File: src/rtl/led_pkg.sv
// Shared mode encoding for the LED pattern engine.
package led_pkg;

  typedef logic [1:0] mode_t;

  localparam mode_t MODE_COUNT   = 2'd0;
  localparam mode_t MODE_SCAN    = 2'd1;
  localparam mode_t MODE_BREATHE = 2'd2;
  localparam mode_t MODE_BLINK   = 2'd3;
  localparam mode_t MODE_LAST    = 2'd3;

  function automatic mode_t next_mode(input mode_t m);
    mode_t n;
    if (m == MODE_LAST) begin
      n = MODE_COUNT;
    end else begin
      n = m + 2'd1;
    end
    return n;
  endfunction

endpackage

File: src/rtl/btn_debounce.sv
// Button conditioner: 2-flop synchroniser followed by a stability counter.
module btn_debounce #(
  parameter int DEBOUNCE_CYCLES = 250000
) (
  input  logic i_clk,
  input  logic i_rst_n,
  input  logic i_btn,
  output logic o_level,
  output logic o_rise
);

  localparam int CW = (DEBOUNCE_CYCLES > 1) ? $clog2(DEBOUNCE_CYCLES) : 1;
  localparam logic [CW-1:0] CNT_LAST = CW'(DEBOUNCE_CYCLES - 1);
  localparam logic [CW-1:0] CNT_ONE  = CW'(1'b1);
  localparam logic [CW-1:0] CNT_ZERO = CW'(1'b0);

  logic          sync1_r;
  logic          sync2_r;
  logic          level_r;
  logic          rise_r;
  logic [CW-1:0] cnt_r;

  // Synchronise, then accept a new level once it has persisted long enough.
  always_ff @(posedge i_clk) begin
    if (!i_rst_n) begin
      sync1_r <= 1'b0;
      sync2_r <= 1'b0;
      level_r <= 1'b0;
      rise_r  <= 1'b0;
      cnt_r   <= CNT_ZERO;
    end else begin
      sync1_r <= i_btn;
      sync2_r <= sync1_r;
      if (sync2_r != level_r) begin
        if (cnt_r == CNT_LAST) begin
          level_r <= sync2_r;
          rise_r  <= sync2_r;
          cnt_r   <= CNT_ZERO;
        end else begin
          rise_r  <= 1'b0;
          cnt_r   <= cnt_r + CNT_ONE;
        end
      end else begin
        rise_r <= 1'b0;
        cnt_r  <= CNT_ZERO;
      end
    end
  end

  assign o_level = level_r;
  assign o_rise  = rise_r;

endmodule

File: src/rtl/led_pattern_gen.sv
// LED pattern engine: mode FSM, step prescaler and four pattern generators.
module led_pattern_gen
  import led_pkg::*;
#(
  parameter int NUM_LEDS        = 8,
  parameter int TICK_DIV        = 1048576,
  parameter int DEBOUNCE_CYCLES = 250000,
  parameter int PWM_BITS        = 8
) (
  input  logic                i_clk,
  input  logic                i_rst_n,
  input  logic                i_btn_mode,
  input  logic                i_btn_pause,
  output logic [NUM_LEDS-1:0] o_led,
  output logic [1:0]          o_mode,
  output logic                o_tick
);

  localparam int PRE_W = $clog2(TICK_DIV);
  localparam int POS_W = (NUM_LEDS > 1) ? $clog2(NUM_LEDS) : 1;

  localparam logic [PRE_W-1:0]    PRE_LAST  = PRE_W'(TICK_DIV - 1);
  localparam logic [PRE_W-1:0]    PRE_ONE   = PRE_W'(1'b1);
  localparam logic [PRE_W-1:0]    PRE_ZERO  = PRE_W'(1'b0);
  localparam logic [POS_W-1:0]    POS_LAST  = POS_W'(NUM_LEDS - 1);
  localparam logic [POS_W-1:0]    POS_ONE   = POS_W'(1'b1);
  localparam logic [POS_W-1:0]    POS_ZERO  = POS_W'(1'b0);
  localparam logic [PWM_BITS-1:0] DUTY_MAX  = {PWM_BITS{1'b1}};
  localparam logic [PWM_BITS-1:0] DUTY_ONE  = PWM_BITS'(1'b1);
  localparam logic [PWM_BITS-1:0] DUTY_ZERO = PWM_BITS'(1'b0);
  localparam logic [NUM_LEDS-1:0] LED_ONE   = NUM_LEDS'(1'b1);
  localparam logic [NUM_LEDS-1:0] LED_ZERO  = NUM_LEDS'(1'b0);

  mode_t               mode_r;
  logic [PRE_W-1:0]    pre_r;
  logic [NUM_LEDS-1:0] step_r;
  logic [POS_W-1:0]    pos_r;
  logic                scan_down_r;
  logic [PWM_BITS-1:0] duty_r;
  logic                ramp_down_r;
  logic                toggle_r;
  logic [PWM_BITS-1:0] pwm_cnt_r;
  logic [NUM_LEDS-1:0] led_r;

  logic                mode_rise_s;
  logic                pause_s;
  logic                tick_s;
  logic [POS_W-1:0]    pos_next_s;
  logic                scan_down_next_s;
  logic [PWM_BITS-1:0] duty_next_s;
  logic                ramp_down_next_s;
  logic [NUM_LEDS-1:0] pattern_s;

  btn_debounce #(.DEBOUNCE_CYCLES(DEBOUNCE_CYCLES)) u_deb_mode (
    .i_clk   (i_clk),
    .i_rst_n (i_rst_n),
    .i_btn   (i_btn_mode),
    .o_level (),
    .o_rise  (mode_rise_s)
  );

  btn_debounce #(.DEBOUNCE_CYCLES(DEBOUNCE_CYCLES)) u_deb_pause (
    .i_clk   (i_clk),
    .i_rst_n (i_rst_n),
    .i_btn   (i_btn_pause),
    .o_level (pause_s),
    .o_rise  ()
  );

  // A mode edge in the same cycle swallows the step pulse.
  assign tick_s = (pre_r == PRE_LAST) && !pause_s && !mode_rise_s;

  // Scan position and breathe duty both bounce off their end stops.
  always_comb begin
    pos_next_s       = pos_r;
    scan_down_next_s = scan_down_r;
    duty_next_s      = duty_r;
    ramp_down_next_s = ramp_down_r;
    if (NUM_LEDS == 1) begin
      pos_next_s = POS_ZERO;
    end else if (!scan_down_r) begin
      if (pos_r == POS_LAST) begin
        scan_down_next_s = 1'b1;
        pos_next_s       = pos_r - POS_ONE;
      end else begin
        pos_next_s = pos_r + POS_ONE;
      end
    end else begin
      if (pos_r == POS_ZERO) begin
        scan_down_next_s = 1'b0;
        pos_next_s       = POS_ONE;
      end else begin
        pos_next_s = pos_r - POS_ONE;
      end
    end
    if (!ramp_down_r) begin
      if (duty_r == DUTY_MAX) begin
        ramp_down_next_s = 1'b1;
        duty_next_s      = duty_r - DUTY_ONE;
      end else begin
        duty_next_s = duty_r + DUTY_ONE;
      end
    end else begin
      if (duty_r == DUTY_ZERO) begin
        ramp_down_next_s = 1'b0;
        duty_next_s      = DUTY_ONE;
      end else begin
        duty_next_s = duty_r - DUTY_ONE;
      end
    end
  end

  // Pattern decode from the current mode and its state.
  always_comb begin
    pattern_s = LED_ZERO;
    case (mode_r)
      MODE_COUNT:   pattern_s = step_r;
      MODE_SCAN:    pattern_s = LED_ONE << pos_r;
      MODE_BREATHE: pattern_s = {NUM_LEDS{pwm_cnt_r < duty_r}};
      MODE_BLINK:   pattern_s = {NUM_LEDS{toggle_r}};
      default:      pattern_s = LED_ZERO;
    endcase
  end

  // Mode FSM, prescaler, per-mode pattern state and the LED register.
  always_ff @(posedge i_clk) begin
    if (!i_rst_n) begin
      mode_r      <= MODE_COUNT;
      pre_r       <= PRE_ZERO;
      step_r      <= LED_ZERO;
      pos_r       <= POS_ZERO;
      scan_down_r <= 1'b0;
      duty_r      <= DUTY_ZERO;
      ramp_down_r <= 1'b0;
      toggle_r    <= 1'b0;
      pwm_cnt_r   <= DUTY_ZERO;
      led_r       <= LED_ZERO;
    end else begin
      pwm_cnt_r <= pwm_cnt_r + DUTY_ONE;
      led_r     <= pattern_s;
      if (mode_rise_s) begin
        mode_r      <= next_mode(mode_r);
        pre_r       <= PRE_ZERO;
        step_r      <= LED_ZERO;
        pos_r       <= POS_ZERO;
        scan_down_r <= 1'b0;
        duty_r      <= DUTY_ZERO;
        ramp_down_r <= 1'b0;
        toggle_r    <= 1'b0;
      end else if (tick_s) begin
        pre_r <= PRE_ZERO;
        case (mode_r)
          MODE_COUNT: step_r <= step_r + LED_ONE;
          MODE_SCAN: begin
            pos_r       <= pos_next_s;
            scan_down_r <= scan_down_next_s;
          end
          MODE_BREATHE: begin
            duty_r      <= duty_next_s;
            ramp_down_r <= ramp_down_next_s;
          end
          MODE_BLINK: toggle_r <= ~toggle_r;
          default:    toggle_r <= toggle_r;
        endcase
      end else if (!pause_s) begin
        pre_r <= pre_r + PRE_ONE;
      end else begin
        pre_r <= pre_r;
      end
    end
  end

  assign o_led  = led_r;
  assign o_mode = mode_r;
  assign o_tick = tick_s;

endmodule

File: config.mk
export PLATFORM = sky130hd
export DESIGN_NAME = led_pattern_gen
export DESIGN_NICKNAME = d
export VERILOG_FILES = /design/src/rtl/led_pkg.sv /design/src/rtl/btn_debounce.sv /design/src/rtl/led_pattern_gen.sv
export SDC_FILE = /design/constraint.sdc
export NUM_CORES = 1
export LEC_CHECK = 0
export CORE_MARGIN = 2
export CORE_UTILIZATION = 45
export DETAILED_ROUTE_END_ITERATION = 10
export GPL_ROUTABILITY_DRIVEN = 0
export HOLD_SLACK_MARGIN = 0.03
export MAX_ROUTING_LAYER = met4
export PLACE_DENSITY = 0.64
export SETUP_SLACK_MARGIN = 0.2
export SLEW_MARGIN = 40
export SYNTH_ARGS = -nofsm -noshare
export SYNTH_HDL_FRONTEND = slang
export SYNTH_SLANG_ARGS = --single-unit
File: constraint.sdc
create_clock -name i_clk -period 2.1 [get_ports i_clk]
set_input_delay 0.315 -clock i_clk [delete_from_list [all_inputs] [get_ports i_clk]]
set_output_delay 0.315 -clock i_clk [all_outputs]
set_load 0.05 [all_outputs]
# Word-level counts from Yosys, hierarchy flattened
# Cells that the tools add are included.
[classes]
n_eq_ne = 10
reduce_logical = 18
bitwise = 4
magnitude_cmp = 1
n_addsub = 10
n_shift = 1
n_mux = 14
[op_table]
columns = ["operator", "n"]
rows = [
  ["$add 18x1->18 const B", 2],
  ["$eq 18x18->1 const B", 2],
  ["$pmux 8 s4", 1],
  ["$add 8x1->8 const B", 3],
  ["$mux 8", 3],
  ["$add 20x1->20 const B", 1],
  ["$eq 20x20->1 const B", 1],
  ["$reduce_and 2->1", 6],
  ["$mux 3", 3],
  ["$reduce_or 3->1", 3],
  ["$eq 8x8->1 const B", 1],
  ["$logic_not 8->1", 1],
  ["$lt 8x8->1", 1],
  ["$shl 1x3->8 const A", 1],
  ["$sub 8x1->8 const B", 1],
  ["$mux 1", 6],
  ["$eq 2x2->1 const B", 2],
  ["$not 1->1", 4],
  ["$add 3x1->3 const B", 1],
  ["$eq 3x3->1 const B", 1],
  ["$logic_not 3->1", 1],
  ["$reduce_and 3->1", 1],
  ["$sub 3x1->3 const B", 1],
  ["$add 2x1->2 const B", 1],
  ["other kinds (7)", 10],
]
[word_totals]
register_bits = 103
input_bits = 4
wordCells = 77
output_inout_bits = 11

# Logic depth before layout (Yosys ltp)
# Gate-level depths: netlist of the first run.
[depth]
word_depth = 4
depth_mapped = 8
mapped_depth_nobuf = 8

# Hierarchy
# Synthesis of the first run repeated with hierarchy kept, for this count alone.
[hier_totals]
cells_unflattened = 602
area_unflattened_um2 = 5271.3
[by_module_without_submodules]
columns = ["module", "area_each_um2", "instances", "seq_area_each_um2", "cells_each"]
rows = [
  ["led_pattern_gen", 3324.4, 1, 1201.2, 388],
  ["btn_debounce", 973.4, 2, 440.4, 107],
]

# Least setup slack after synthesis of the first run
# Ideal clock, no wire load.
[synth_path]
path_type = "register to register"
from = "reg mode_r[0], in the netlist o_mode[0]"
to = "reg led_r[6], in the netlist o_led[6]"
n_path_buf = 0
required_ns = 1.953
setup_slack_ns = -0.301
setup_time_ns = 0.147
arrival_time_ns = 2.254
stages_incl_launch_ff = 8
synth_period_minus_slack_ns = 2.401
path_cell_list = "dfxtp_1 inv_1 ha_1 inv_1 nand2_1 or2_2 o32ai_1 a21oi_1"
[synth_via]
elab_chain_cells = 2
elab_cells_between_ends = 5
classes_between = "eq/ne (3); mux (1); reduce/logical (1)"
[synth_lines]
columns = ["element", "line", "source"]
rows = [
  ["start: declaration", "led_pattern_gen.sv:34", "mode_t mode_r;"],
  ["start signal: assignment", "led_pattern_gen.sv:142", "mode_r <= next_mode(mode_r);"],
  ["$eq 2x2->1 (tied with other cells)", "led_pattern_gen.sv:116", "case (mode_r)"],
  ["$pmux 8 s4 (*)", "led_pattern_gen.sv:116", ""],
  ["end signal: assignment", "led_pattern_gen.sv:140", "led_r <= pattern_s;"],
  ["end: declaration", "led_pattern_gen.sv:43", "logic [NUM_LEDS-1:0] led_r;"],
]
# Every way passes the cells marked *; elsewhere a longest branch is shown, timed or not.
# A chain may end at the register's enable or synchronous reset.

# Worst setup path after layout of the first run
[layout_path]
from = "reg duty_r[1]"
to = "reg duty_r[3]"
[layout_via]
elab_chain_cells = 3
elab_cells_between_ends = 7
classes_between = "add/sub (2); eq/ne (1); mux (3); reduce/logical (1)"
[layout_lines]
columns = ["element", "line", "source"]
rows = [
  ["start: declaration", "led_pattern_gen.sv:39", "logic [PWM_BITS-1:0] duty_r;"],
  ["start signal: assignment", "led_pattern_gen.sv:159", "duty_r <= duty_next_s;"],
  ["$add 8x1->8 (tied with other cells)", "led_pattern_gen.sv:101", "duty_next_s = duty_r + DUTY_ONE;"],
  ["$mux 8 (on tied branches)", "led_pattern_gen.sv:97, led_pattern_gen.sv:104", ""],
  ["$mux 8 (*)", "led_pattern_gen.sv:96", "if (!ramp_down_r) begin"],
]
# Marks and branches as above.

==> flow_summary.ini, run 1 <==
[outcome]
status = finished, final reports clean

[global_routing]
grt_pass1_wl_um = 18000
grt_start_max_net_pins = 28
grt_overflow = 0
antenna_found_initial = 0
grt_pass1_vias = 4023
grt.total_usage = 0.1786

[pwr]
p_total_mw = 3.929
p_per_area_nw_per_um2 = 631.6
p_leak_nw = 2.448
ir_drop_uv = 494.6

[timing]
max_freq_ghz = 0.5303
slew_viol_final = 0
hold_viol = 0
finalCritPeriodShare = 0.8979
finalCriticalPeriod_ns = 1.886
tightestPinTransition_ns = 0.8084
worst_slew_margin_rel = 0.4603
whs_ns = 0.4381
finClkSkew_ns = 0.01149
setup_tns_ns = 0
rsz0062_at_grt = true
setup_viol = 0

[synthesis]
syn_avg_cell_area_sq_um = 8.758
synthCells = 586
yosys_warnings = 0
synthArstFlopShare = 0
ys_ff_latch = 103
synth_edf_count = 0
yosysSeqAreaShare = 0.4018
ys_dominant_reg_cell = dfxtp_1
synth_area_sq_um = 5132
synth_cell_types = 54
syn-num-nets = 619

[die]
chipWidth_um = 110.8
num_rows = 38
ioPinCount = 15
die_h_um = 110.8
fp.coreArea_sq_um = 10980
die_area_sq_um = 12280
start_util = 0.4673

[finish]
final_net_count = 661
final_core_util = 0.5663
diodes = 0
final_common_cell = nor2_1
layoutNonFillerInstCount = 773
final_cell_mix = nor2_1, dfxtp_1, nand3_1
layout-drive-gt1-share = 0.1801
area_growth_pct = 21.18

[worst_setup_path]
crit_arrival_ns = 2.13
reg2reg_slack_ns = 0.21
cp-end-kind = flop
cp-start-kind = flop
crit_required_ns = 2.35
path_max_fanout = 4
critical_path_class = reg -> reg

[drt]
remaining_drc_errors = 0
wl_um = 10830
via_count = 4152
first_pass_iters = 4
wl_per_cell_um = 14.01
drt_iter0_drc = 376
antenna_left = 0
viasPerCell = 5.371

[clocking]
cts_buffers = 9
clk_path_buf_depth = 2
clock-sinks = 103
cts_tree = yes
root_buffer = clkbuf_16
htreeDepth = 3
clock_latency_ns = 0.36
clk_pin_slew_worst_paths_ns = 0.07

[place]
io_buffer_count = 14
dp.cells = 737
hpwl_um = 7042

[min_path]
hold_class = reg -> reg

[run]
cap_violations = 0
[final cells by class]
type                    instances  area, sq um
well taps                     140        175.2
flip-flops and latches        103         2106
clock inverters                 4        77.57
inverters                      21        83.83
repair buffers                 50        451.7
multi-input cells             443         3069
fillers                       979         4763
clock buffers                  12        256.5
[registers in the layout, indices dropped and copies added, names as in the netlist, 2 cells and up]
signal             flops
u_deb_mode.cnt_r      18
pre_r                 20
u_deb_pause.cnt_r     18
pwm_cnt_r              8
duty_r                 8
o_led                  8
step_r                 8
pos_r                  3
o_mode                 2
[logic make-up (layout without fill, tap and decap cells)]
logic type / count (synthesis) / count (layout) / share of synthesized area
adders and majority gates: 29 / 29 / 0.07070
buffers and inverters: 41 / 87 / 0.03608
muxes: 13 / 13 / 0.02560
AOI/OAI and AO/OA: 72 / 72 / 0.08703
and+or+nand+nor: 265 / 266 / 0.2713
xor gates and xnor gates: 63 / 63 / 0.1075
DFF: 103 / 103 / 0.4018
[power by group]
group	total [mW]	leakage (nW)	switching, mW	internal, mW
Combinational	0.0912	1.44	0.0505	0.0407
Clock	1.86	0.163	0.744	1.12
Sequential	1.98	0.845	0.0148	1.96
[metal layers]
layer	track usage	wire, um	vias to the layer above
li1	-	-	2118
met1	0.2177	5001	1930
met2	0.2900	5209	85
met3	0.04210	428	19
met4	0.06417	191	0
met5	-	0	-
[synth_stat cells (all sizes together), types with 4 or more instances]
library cell | number | area, sq um
dfxtp | 103 | 2062
nor2 | 85 | 319.1
nand3 | 37 | 185.2
nand2 | 35 | 131.4
xor2 | 35 | 306.5
ha | 29 | 362.9
xnor2 | 28 | 245.2
a21oi | 26 | 133.9
inv | 21 | 78.83
o21ai | 20 | 100.1
and3 | 16 | 100.1
nor3 | 16 | 96.35
nand4 | 14 | 93.84
and2 | 12 | 75.07
mux2i | 12 | 120.1
nor4 | 12 | 87.58
clkbuf | 11 | 41.29
nor2b | 10 | 62.56
buf | 9 | 65.06
or3 | 9 | 56.30
o211ai | 5 | 37.54
a21o | 4 | 30.03
nand2b | 4 | 25.02
[final timing paths]
check	startpoint	end	cells past startpoint
max	duty_r[1]	duty_r[3]	7
min	u_deb_mode.sync1_r	u_deb_mode.sync2_r	1
max reg2reg	duty_r[1]	duty_r[3]	7
min reg2reg	u_deb_mode.sync1_r	u_deb_mode.sync2_r	1
[through the flow]
step           setup WS [ns]  instance area (sq um)
2_1_floorplan         0.2069                   5179
3_3_place_gp          0.1178                   5538
3_5_place_dp         0.07543                   5538
4_1_cts              0.06961                   5998
5_1_grt               0.1350                   6220
6_report              0.2143                   6220
[worst max-delay path, stage by stage (launching register included)]
cell	delay, ns
dfxtp_4	0.36
inv_4	0.06
ha_4	0.12
or4b_4	0.46
or2_4	0.26
a21oi_4	0.16
o211ai_1	0.10
a32o_1	0.25
[timing repair]
item,4_1_cts,5_1_grt
setup buffers,13,6
hold buffers,0,0
pin swaps,11,24
setup endpoints to repair,23,50
cloned,0,1
resized for setup,11,45
Power figures use the tool's default switching activity.
==> run 2: changes to the inputs <==
--- a/config.mk
+++ b/config.mk
@@ -12,6 +12,7 @@
 export HOLD_SLACK_MARGIN = 0.03
 export MAX_ROUTING_LAYER = met4
 export PLACE_DENSITY = 0.64
+export REMOVE_ABC_BUFFERS = 1
 export SETUP_SLACK_MARGIN = 0.2
 export SLEW_MARGIN = 40
 export SYNTH_ARGS = -nofsm -noshare
==> flow_summary.ini, run 2 (synthesis results as in run 1) <==
[drt]
antenna_left = 0
first_pass_iters = 4
drt_iter0_drc = 219
wl_um = 10440
via_count = 4157
viasPerCell = 5.392
wl_per_cell_um = 13.54
remaining_drc_errors = 0

[timing]
worst_slew_margin_rel = 0.6216
hold_viol = 0
finalCritPeriodShare = 0.9246
setup_viol = 0
fin_ws_ns = 0.1583
whs_ns = 0.4470
rsz0062_at_grt = true
finClkSkew_ns = 0.005433
max_freq_ghz = 0.5150
finalCriticalPeriod_ns = 1.942
tightestPinTransition_ns = 0.5663
slew_viol_final = 0

[worst_setup_path]
cp-end-kind = output pin
crit_start = pre_r[10]
critical-path-top-delay-family = simple AND/OR/NAND/NOR gates
rr_worst_depth = 7
path_max_fanout = 5
crit_required_ns = 1.78
timing.rr.start = duty_r[0]
crit_arrival_ns = 1.63
crit_buf_inv = 1
reg2reg_slack_ns = 0.18
slowest_delay_ns = 0.36
r2r_end = duty_r[3]
cp-start-kind = flop
critical_path_class = reg -> out
worstPathCellList = nand4_1 > nor3_2 > nand2_2 > nor2_4 > buf_12
worst_path_max_delay_cell = dfxtp_4

[finish]
final_core_util = 0.5521
area_growth_pct = 18.14
final_common_cell = dfxtp_1
reg.largest.list = pre_r (20), u_deb_mode.cnt_r (18), u_deb_pause.cnt_r (18)
final_net_count = 659
layout-drive-gt1-share = 0.1601
regMostFlops = pre_r
finish.instance_area_sq_um = 6063
largest_register_ffs = 20
diodes = 0
layoutNonFillerInstCount = 771
final_cell_mix = dfxtp_1, nor2_1, nand3_1

[min_path]
hold_class = reg -> reg
min_to = u_deb_pause.sync2_r
hold_depth = 1
hp-start = u_deb_pause.sync1_r

[die]
die_h_um = 110.8
ioPinCount = 15
fp.coreArea_sq_um = 10980
die_area_sq_um = 12280
chipWidth_um = 110.8
start_util = 0.4673
num_rows = 38

[place]
hpwl_um = 6913
dp.cells = 739
place_ws_ns = 0.07610
io_buffer_count = 14
placed_cell_area_sq_um = 5494

[global_routing]
grt_start_max_net_pins = 24
antenna_found_initial = 0
grt_overflow = 0
grt_pass1_wl_um = 17570
grt.total_usage = 0.1760
grt_pass1_vias = 3949

[pwr]
internal-power_mw = 2.836
p_leak_nw = 2.339
switching_power_uw = 798.3
clockPowerShare = 0.433
ir_drop_uv = 475.5
combPwrFrac = 0.023
p_seq_frac = 0.545
p_sw_frac = 0.2196
p_per_area_nw_per_um2 = 599.5

[outcome]
status = finished, final reports clean

[clocking]
htreeDepth = 3
cts_tree = yes
clock_latency_ns = 0.35
clk_path_buf_depth = 2
clock-sinks = 103
clk_pin_slew_worst_paths_ns = 0.07
cts_buffers = 9
cts_hold_buf = 0
root_buffer = clkbuf_16

[run]
cap_violations = 0
run 2: metal layers:
metal / GRT usage / part of all wire / vias up
met3: 0.05413 / 0.048 / 19
met2: 0.2855 / 0.48 / 80
met4: 0.05833 / 0.017 / 0
li1: - / - / 2104
met1: 0.2088 / 0.45 / 1954
met5: - / 0 / -
run 2: power groups by stage:
stage / logic [mW] / registers (mW) / clock network, mW
floorplan: 0.0456 / 2.02 / 0
global placement: 0.0754 / 2.02 / 0
detailed placement: 0.0773 / 2.03 / 0
CTS: 0.0784 / 1.98 / 1.62
global route: 0.0952 / 1.98 / 1.70
finish: 0.0828 / 1.98 / 1.57
run 2: through the flow:
stage	setup TNS (ns)	total power, mW
2_1_floorplan	-2.338	2.068
3_3_place_gp	0	2.100
3_5_place_dp	0	2.103
4_1_cts	0	3.678
5_1_grt	0	3.776
6_report	0	3.635
run 2: how the worst max path moves through the flow:
stage               slack, ns  depth (start not counted)        end
floorplan               -0.30                          7   o_led[6]
global placement          0.1                          7  duty_r[5]
detailed placement       0.08                          7  duty_r[5]
CTS                      0.13                          7  duty_r[0]
global route             0.06                          5     o_tick
finish                   0.16                          5     o_tick
run 2: area by class of cell:
class | instances | area (sq um)
Clock inverter | 5 | 31.28
Fill cell | 993 | 4920
Inverter | 21 | 78.83
Clock buffer | 11 | 242.7
Tap cell | 140 | 175.2
Multi-Input combinational cell | 442 | 3027
Timing Repair Buffer | 49 | 417.9
Sequential cell | 103 | 2091
run 2: what timing repair did:
action | CTS | global route
pin swaps | 6 | 17
setup endpoints to repair | 25 | 48
endpoints found under the hold margin | 0 | 0
setup buffers | 8 | 8
resized for setup | 18 | 36
==> run 3: changes to the inputs <==
--- a/config.mk
+++ b/config.mk
@@ -5,8 +5,10 @@
 export SDC_FILE = /design/constraint.sdc
 export NUM_CORES = 1
 export LEC_CHECK = 0
+export ABC_CLOCK_PERIOD_IN_PS = 2100
 export CORE_MARGIN = 2
 export CORE_UTILIZATION = 45
+export CTS_CLUSTER_SIZE = 30
 export DETAILED_ROUTE_END_ITERATION = 10
 export GPL_ROUTABILITY_DRIVEN = 0
 export HOLD_SLACK_MARGIN = 0.03
==> results of run 3 <==
Same layout as run 2: the final DEF is identical, and so are final timing and power.
